**config.mk**
```make
export PLATFORM = sky130hd
export DESIGN_NAME = prog_loader
export DESIGN_NICKNAME = d
export VERILOG_FILES = /design/src/rtl/prog_loader.sv
export SDC_FILE = /design/constraint.sdc
export NUM_CORES = 1
export LEC_CHECK = 0
export ABC_AREA = 1
export CORE_ASPECT_RATIO = 1.75
export CORE_MARGIN = 8
export CORE_UTILIZATION = 45
export DETAILED_ROUTE_END_ITERATION = 8
export PLACE_DENSITY = 0.68
export SLEW_MARGIN = 20
export SYNTH_ARGS = -nofsm -noshare
export SYNTH_HDL_FRONTEND = slang
export SYNTH_SLANG_ARGS = --single-unit
```
**constraint.sdc**
```tcl
create_clock -name clk -period 2.3 [get_ports clk]
set_input_delay 0.345 -clock clk [delete_from_list [all_inputs] [get_ports clk]]
set_output_delay 0.345 -clock clk [all_outputs]
set_load 0.02 [all_outputs]
```
**src/rtl/prog_loader.sv**
```systemverilog
// Host-side instruction memory loader: receives a length-prefixed byte stream,
// writes 9-bit instructions to ROM from address 0, starts the core and times the run.
module prog_loader #(
  parameter int PC_WIDTH   = 11,
  parameter int INST_WIDTH = 9,
  parameter int CNT_WIDTH  = 16
) (
  input  logic                  clk,
  input  logic                  reset,
  input  logic                  load_req,
  input  logic [7:0]            byte_in,
  input  logic                  byte_valid,
  output logic                  byte_ready,
  output logic                  rom_we,
  output logic [PC_WIDTH-1:0]   rom_addr,
  output logic [INST_WIDTH-1:0] rom_wdata,
  output logic                  start,
  input  logic                  done,
  output logic                  busy,
  output logic                  run_done,
  output logic                  error,
  output logic [CNT_WIDTH-1:0]  cycle_count
);

  localparam int CW      = PC_WIDTH + 1;
  localparam int MAX_LEN = 2 ** PC_WIDTH;

  typedef enum logic [3:0] {
    IDLE,
    LEN_LO,
    LEN_HI,
    INST_LO,
    INST_HI,
    WRITE,
    START,
    RUN,
    FINISH,
    ERROR
  } state_t;

  state_t                state_q, state_d;
  logic [15:0]           length_q, length_d;
  logic [7:0]            word_lo_q, word_lo_d;
  logic [CW-1:0]         count_q, count_d;
  logic [CNT_WIDTH-1:0]  cycle_count_q, cycle_count_d;
  logic [PC_WIDTH-1:0]   rom_addr_q, rom_addr_d;
  logic [INST_WIDTH-1:0] rom_wdata_q, rom_wdata_d;
  logic                  byte_ready_q, byte_ready_d;
  logic                  rom_we_q, rom_we_d;
  logic                  start_q, start_d;
  logic                  busy_q, busy_d;
  logic                  run_done_q, run_done_d;
  logic                  error_q, error_d;

  logic                  xfer;
  logic [15:0]           len_new;
  logic [CW-1:0]         cnt_next;

  // The counter is one bit wider than the address so a full ROM load reaches 2**PC_WIDTH.
  assign xfer     = byte_valid & byte_ready_q;
  assign len_new  = {byte_in, length_q[7:0]};
  assign cnt_next = count_q + CW'(1);

  always_comb begin
    state_d       = state_q;
    length_d      = length_q;
    word_lo_d     = word_lo_q;
    count_d       = count_q;
    cycle_count_d = cycle_count_q;
    rom_addr_d    = rom_addr_q;
    rom_wdata_d   = rom_wdata_q;

    case (state_q)
      IDLE: begin
        if (load_req) begin
          state_d       = LEN_LO;
          count_d       = '0;
          cycle_count_d = '0;
        end
      end
      LEN_LO: begin
        if (xfer) begin
          length_d[7:0] = byte_in;
          state_d       = LEN_HI;
        end
      end
      LEN_HI: begin
        if (xfer) begin
          length_d[15:8] = byte_in;
          if ((len_new == 16'd0) || (32'(len_new) > 32'(MAX_LEN))) begin
            state_d = ERROR;
          end else begin
            state_d = INST_LO;
          end
        end
      end
      INST_LO: begin
        if (xfer) begin
          word_lo_d = byte_in;
          state_d   = INST_HI;
        end
      end
      INST_HI: begin
        if (xfer) begin
          if (byte_in[7:1] != 7'd0) begin
            state_d = ERROR;
          end else begin
            state_d     = WRITE;
            rom_addr_d  = count_q[PC_WIDTH-1:0];
            rom_wdata_d = INST_WIDTH'({byte_in[0], word_lo_q});
          end
        end
      end
      WRITE: begin
        count_d = cnt_next;
        if (32'(cnt_next) == 32'(length_q)) begin
          state_d = START;
        end else begin
          state_d = INST_LO;
        end
      end
      START: begin
        cycle_count_d = '0;
        state_d       = RUN;
      end
      RUN: begin
        // The cycle in which done is observed is deliberately not counted.
        if (done) begin
          state_d = FINISH;
        end else if (cycle_count_q != {CNT_WIDTH{1'b1}}) begin
          cycle_count_d = cycle_count_q + CNT_WIDTH'(1);
        end
      end
      FINISH: begin
        state_d = IDLE;
      end
      ERROR: begin
        if (load_req) begin
          state_d       = LEN_LO;
          count_d       = '0;
          cycle_count_d = '0;
        end
      end
      default: begin
        state_d = IDLE;
      end
    endcase
  end

  // Strobes are registered from the next state so no input reaches an output combinationally.
  always_comb begin
    byte_ready_d = (state_d == LEN_LO) || (state_d == LEN_HI) ||
                   (state_d == INST_LO) || (state_d == INST_HI);
    rom_we_d     = (state_d == WRITE);
    start_d      = (state_d == START);
    run_done_d   = (state_d == FINISH);
    error_d      = (state_d == ERROR);
    busy_d       = (state_d != IDLE) && (state_d != ERROR);
  end

  always_ff @(posedge clk or negedge reset) begin
    if (!reset) begin
      state_q       <= IDLE;
      length_q      <= '0;
      word_lo_q     <= '0;
      count_q       <= '0;
      cycle_count_q <= '0;
      rom_addr_q    <= '0;
      rom_wdata_q   <= '0;
      byte_ready_q  <= 1'b0;
      rom_we_q      <= 1'b0;
      start_q       <= 1'b0;
      busy_q        <= 1'b0;
      run_done_q    <= 1'b0;
      error_q       <= 1'b0;
    end else begin
      state_q       <= state_d;
      length_q      <= length_d;
      word_lo_q     <= word_lo_d;
      count_q       <= count_d;
      cycle_count_q <= cycle_count_d;
      rom_addr_q    <= rom_addr_d;
      rom_wdata_q   <= rom_wdata_d;
      byte_ready_q  <= byte_ready_d;
      rom_we_q      <= rom_we_d;
      start_q       <= start_d;
      busy_q        <= busy_d;
      run_done_q    <= run_done_d;
      error_q       <= error_d;
    end
  end

  assign byte_ready  = byte_ready_q;
  assign rom_we      = rom_we_q;
  assign rom_addr    = rom_addr_q;
  assign rom_wdata   = rom_wdata_q;
  assign start       = start_q;
  assign busy        = busy_q;
  assign run_done    = run_done_q;
  assign error       = error_q;
  assign cycle_count = cycle_count_q;

endmodule

```
==> After elaboration in Yosys (flattened, before gate mapping) <==
Index checks and enable logic that the tools add are counted.
{ "op_classes": {"add_sub_neg": 2, "mul": 0, "div": 0, "magnitude_cmp": 1, "n_eq_ne": 22, "shifts": 0, "n_mux": 16, "n_bitwise": 2, "n_reduce_logical": 18} }
{ "ops": {"columns": ["cell", "count"], "rows": [
  ["16-bit 2-to-1 mux", 3],
  ["16-bit one-hot mux with 3 select lines", 1],
  ["4-bit 2-to-1 mux", 8],
  ["4-bit one-hot mux with 8 select lines", 1],
  ["4-bit by 3-bit equality test with 1-bit output (second input constant)", 7],
  ["12-bit one-hot mux with 2 select lines", 1],
  ["16-bit by 1-bit adder with 16-bit output (second input constant)", 1],
  ["12-bit by 16-bit equality test with 1-bit output", 1],
  ["4-bit by 2-bit equality test with 1-bit output (second input constant)", 4],
  ["16-bit by 12-bit greater-than comparator with 1-bit output (second input constant)", 1],
  ["16-bit zero test", 1],
  ["16-bit != test (second input constant)", 1],
  ["12-bit by 1-bit adder with 12-bit output (second input constant)", 1],
  ["4-bit equality test (second input constant)", 3],
  ["12-bit 2-to-1 mux", 1],
  ["4-bit by 1-bit equality test with 1-bit output (second input constant)", 2],
  ["2-bit AND reduction", 4],
  ["7-bit nonzero test", 1],
  ["4-bit zero test", 1],
  ["1-bit logical OR", 4],
  ["2-bit != test (second input constant)", 2],
  ["4-bit != test (second input constant)", 1],
  ["4-bit AND reduction", 1],
  ["4-bit nonzero test", 1],
  ["9 further kinds", 9]
]} }
{ "word_totals": {"register_bits": 82, "latchBits": 0, "ram_bits": 0, "rom_bits": 0, "inputBits": 13, "wordCells": 75, "memories": 0} }

==> Logic depth before layout (Yosys ltp) <==
{ "depth": {"word_depth": 9, "depth_mapped": 15, "depth_no_buf": 15} }

==> Worst setup path after synthesis <==
No wires, ideal clock.
{ "synth_timing": {"path_kind": "register -> register", "startpoint": "register cycle_count_q[0], in the netlist cycle_count[0]", "endpoint": "register cycle_count_q[5], in the netlist cycle_count[5]", "setup_ns": 0.118, "arrival_ns": 1.814, "required_ns": 2.182, "slack_ns": 0.368, "path_stages_with_launch": 11, "n_path_buf": 0, "path_cell_list": "dfrtp_1 -> ha_1 -> nand2_1 -> nor3_1 -> a31oi_1 -> nand2_4 -> inv_6 -> nand2_4 -> nor2_1 -> xor2_1 -> nor2_1"} }
{ "synth_between": {"elab_chain_cells": 4} }
{ "synth_lines": {"columns": ["item", "line_no", "source"], "rows": [
  ["start, declared", "45", "logic [CNT_WIDTH-1:0] cycle_count_q, cycle_count_d;"],
  ["start signal, assigned", "181", "cycle_count_q <= cycle_count_d;"],
  ["16-bit by 1-bit adder with 16-bit output", "131", "cycle_count_d = cycle_count_q + CNT_WIDTH'(1);"],
  ["16-bit 2-to-1 mux", "130", "end else if (cycle_count_q != {CNT_WIDTH{1'b1}}) begin"],
  ["16-bit 2-to-1 mux", "128", "if (done) begin"],
  ["16-bit one-hot mux with 3 select lines", "73", "case (state_q)"]
]} }
Parallel ways exist; a longest one is shown, timed or not. The select of a mux whose other input is x is not followed.
A chain may end at the register's enable or synchronous reset.

==> Final worst setup path <==
{ "layout_timing": {"startpoint": "register cycle_count_q[0], in the netlist cycle_count[0]", "endpoint": "register cycle_count_q[12], in the netlist cycle_count[12]"} }
The elaborated chain is that of the path after synthesis.

==> out/results.ini <==
[run_status]
status = finished with violations
violations = hold timing

[synth]
synth-seq-area-share_pct = 50.8
synth.distinct_cells = 31
synth_area_per_cell_um2 = 7.98
synthMuxAreaShare_pct = 2.23
synth_compound_area_share_pct = 10.3
synth_xor_area_share_pct = 0.868
ys_warn_count = 0
synth_top_family_by_area = simple AND/OR/NAND/NOR gates
syn_nets = 521
synthCells = 506
synthSimpleGateAreaFrac_pct = 27.8
ys_seq_elements = 82
syn_area_um2 = 4040
synthAdderAreaFrac_pct = 0.620

[grt]
overflow = 0
grt_pass1_vias = 3686
track_usage_pct = 17.8
grt_pass1_wl_mm = 17.1
antenna_found_initial = 0
grt_max_degree = 44

[floorplan]
io_pins = 55
die_h_um = 141
dieArea_um2 = 12400
die_w_um = 87.6
initial_core_util_pct = 45.3
core_area_um2 = 8920
rows = 46

[detailed_routing]
routed_wl_mm = 10.1
ant_nets = 0
drtIter0Drc = 294
drc_errors = 0
routed-via-count = 3596
wl_per_cell_um = 14.5
drt_pass1_iterations = 5
viasPerCell = 5.17

[sta]
relSlewSlack_pct = 63.2
fmaxAchievable_mhz = 475
period_minus_slack_ns = 2.11
setup_viol = 0
fin_setup_tns_ns = 0
fin_crit_sh_pct = 91.6
hold_viol_final = 6
slew_violations = 0
tightest_slew_ns = 0.552
finClkSkew_ns = 0.00535
rsz0062_at_grt = false
hold_ws_ns = -0.00811

[clock_tree]
cts_root_buffer = clkbuf_16
cts.sinks = 82
clk_pin_slew_ns = 0.06
cts_buffers = 9
postCtsSetupRepairBufs = 0
cts_tree = yes
clock_latency_ns = 0.34
max-clock-path-buffers = 2
h-tree-depth = 3

[power_and_ir_drop]
leakagePower_nw = 2.40
power_w = 0.00492
vdd_ir_drop_max_uv = 506
p_per_area_nw_per_um2 = 964

[layout]
areaGrowthSynthToFinish_pct = 26.3
final_core_util_pct = 57.2
fin_nets = 587
antenna_cells = 0
final_layout_size_suffix_gt1_share_pct = 8.52
n_fill_cell = 839

[setup_path]
worstPathRequired_ns = 2.53
max_stage_delay_ns = 0.43
path_cells = ha_1 -> nand2_1 -> nor3_2 -> a31oi_1 -> nand2_4 -> inv_6 -> nand2_2 -> inv_2 -> a21oi_1 -> o21a_1
cp.arrival_ns = 2.33
endpoint_kind = register
crit_path_max_fanout = 9
slowest_stage = dfrtp_1
critPathKind = register to register
crit_family = simple AND/OR/NAND/NOR gates
crit_path_start_kind = register
path_buf_inv = 2

[placement]
port_buffers = 54
gp_congestion = 0.885
dpl.hpwl_mm = 7.70

[min_path]
hold_class = primary input to async pin

[job]
cap_violations = 0

==> worst paths after layout <==
check	start	endpoint	slack (ns)	cells after the start
setup / recovery	cycle_count[0]	cycle_count[12]	0.19	10
hold / removal	reset	rom_addr[4]	-0.008	1
setup reg to reg	cycle_count[0]	cycle_count[12]	0.19	10
hold reg to reg	rom_addr[5]	rom_addr[5]	0.48	2
max in group asynchronous	reset	state_q[2]	1.69	2
min in group clk	rom_addr[5]	rom_addr[5]	0.48	2
==> cell usage in the layout (no fill, tap or decap), types with 4 or more instances in the layout <==
cell type        instances
a21oi_1                 10
o21ai_0                 49
nand3_1                 41
mux2_2                   8
xor2_1                   4
clkbuf_16                9
clkdlybuf4s50_1         53
nand4_1                 13
inv_1                   66
buf_4                    7
nand2_1                142
o22ai_1                  7
dfrtp_1                 82
nor2_1                  35
nand2_2                  4
nor3_1                  10
==> cells by family (layout without fill, tap and decap cells) <==
family | after synthesis | in the layout
buffers and inverters | 78 | 147
adder cells (fa/ha/maj) | 2 | 2
flip-flops | 82 | 82
multiplexers | 8 | 8
AO/OA/AOI/OAI | 76 | 76
AND/OR/NAND/NOR | 256 | 256
XOR/XNOR | 4 | 4
==> repair_timing <==
action                                 4_1_cts  5_1_grt
setup endpoints to repair                    0        5
gates resized for setup                      0        3
hold buffers                                 0        0
endpoints found under the hold margin        0        0
==> flip-flops by register name, indices dropped and copies added, names as in the netlist <==
name / cells
byte_ready: 1
state_q: 4
error: 1
busy: 1
rom_addr: 11
rom_wdata: 9
run_done: 1
rom_we: 1
word_lo_q: 8
start: 1
count_q: 12
cycle_count: 16
length_q: 16
==> report_power, final <==
part           total (W)  switching [W]  internal, W  leakage, nW
registers        0.00194       0.000217      0.00173         1.10
clock network    0.00150       0.000562     0.000937        0.147
logic            0.00148       0.000953     0.000524         1.15
==> Yosys cell counts <==
cell | n | area (um2)
o31ai_1 | 2 | 15.0
inv_2 | 3 | 11.3
nand3_1 | 41 | 205
a211oi_1 | 1 | 7.51
clkinv_1 | 1 | 3.75
inv_6 | 1 | 8.76
xor2_1 | 4 | 35.0
o21a_1 | 3 | 22.5
nor2_1 | 35 | 131
ha_1 | 2 | 25.0
o21ai_0 | 49 | 245
nand2_1 | 143 | 537
nor2_2 | 2 | 12.5
clkbuf_1 | 6 | 22.5
nor2_8 | 1 | 20.0
dfrtp_1 | 82 | 2050
a21oi_1 | 10 | 50.1
nor4_1 | 2 | 12.5
nand3b_1 | 2 | 15.0
nand4_1 | 13 | 81.3
o21ai_2 | 1 | 8.76
mux2_2 | 8 | 90.1
nor2_4 | 1 | 11.3
nand2_4 | 2 | 22.5
nor3_1 | 11 | 55.1
a21oi_2 | 1 | 8.76
o22ai_1 | 7 | 43.8
buf_2 | 1 | 5.00
a31oi_1 | 2 | 12.5
nand2_2 | 3 | 18.8
inv_1 | 66 | 248
==> per-stage QoR <==
| step | cell area (um2) | instances | setup slack, ns |
|---|---|---|---|
| 2_1_floorplan | 4040 | 506 | 0.368 |
| 3_3_place_gp | 4780 | 681 | 0.226 |
| 3_5_place_dp | 4780 | 681 | 0.170 |
| 4_1_cts | 5090 | 695 | 0.191 |
| 5_1_grt | 5100 | 695 | 0.00392 |
| 6_report | 5100 | 695 | 0.193 |
==> layer usage <==
layer,vias to the layer above,share of wire [%],track usage [%]
met4,0,3.6,11.8
met1,1715,38,18.6
met3,21,4.1,3.53
met5,-,0,0
li1,1776,-,-
met2,84,54,30.8
==> final cells by class <==
| class | instances | area [um2] | area share [%] |
|---|---|---|---|
| tap | 120 | 150 | 2.94 |
| sequential | 82 | 2050 | 40.2 |
| inverter | 71 | 272 | 5.32 |
| clock inverter | 5 | 81.3 | 1.59 |
| clock buffer | 9 | 225 | 4.42 |
| multi-input combinational | 346 | 1700 | 33.3 |
| timing repair buffer | 62 | 623 | 12.2 |
No activity file was read; power rests on OpenSTA's default activity.
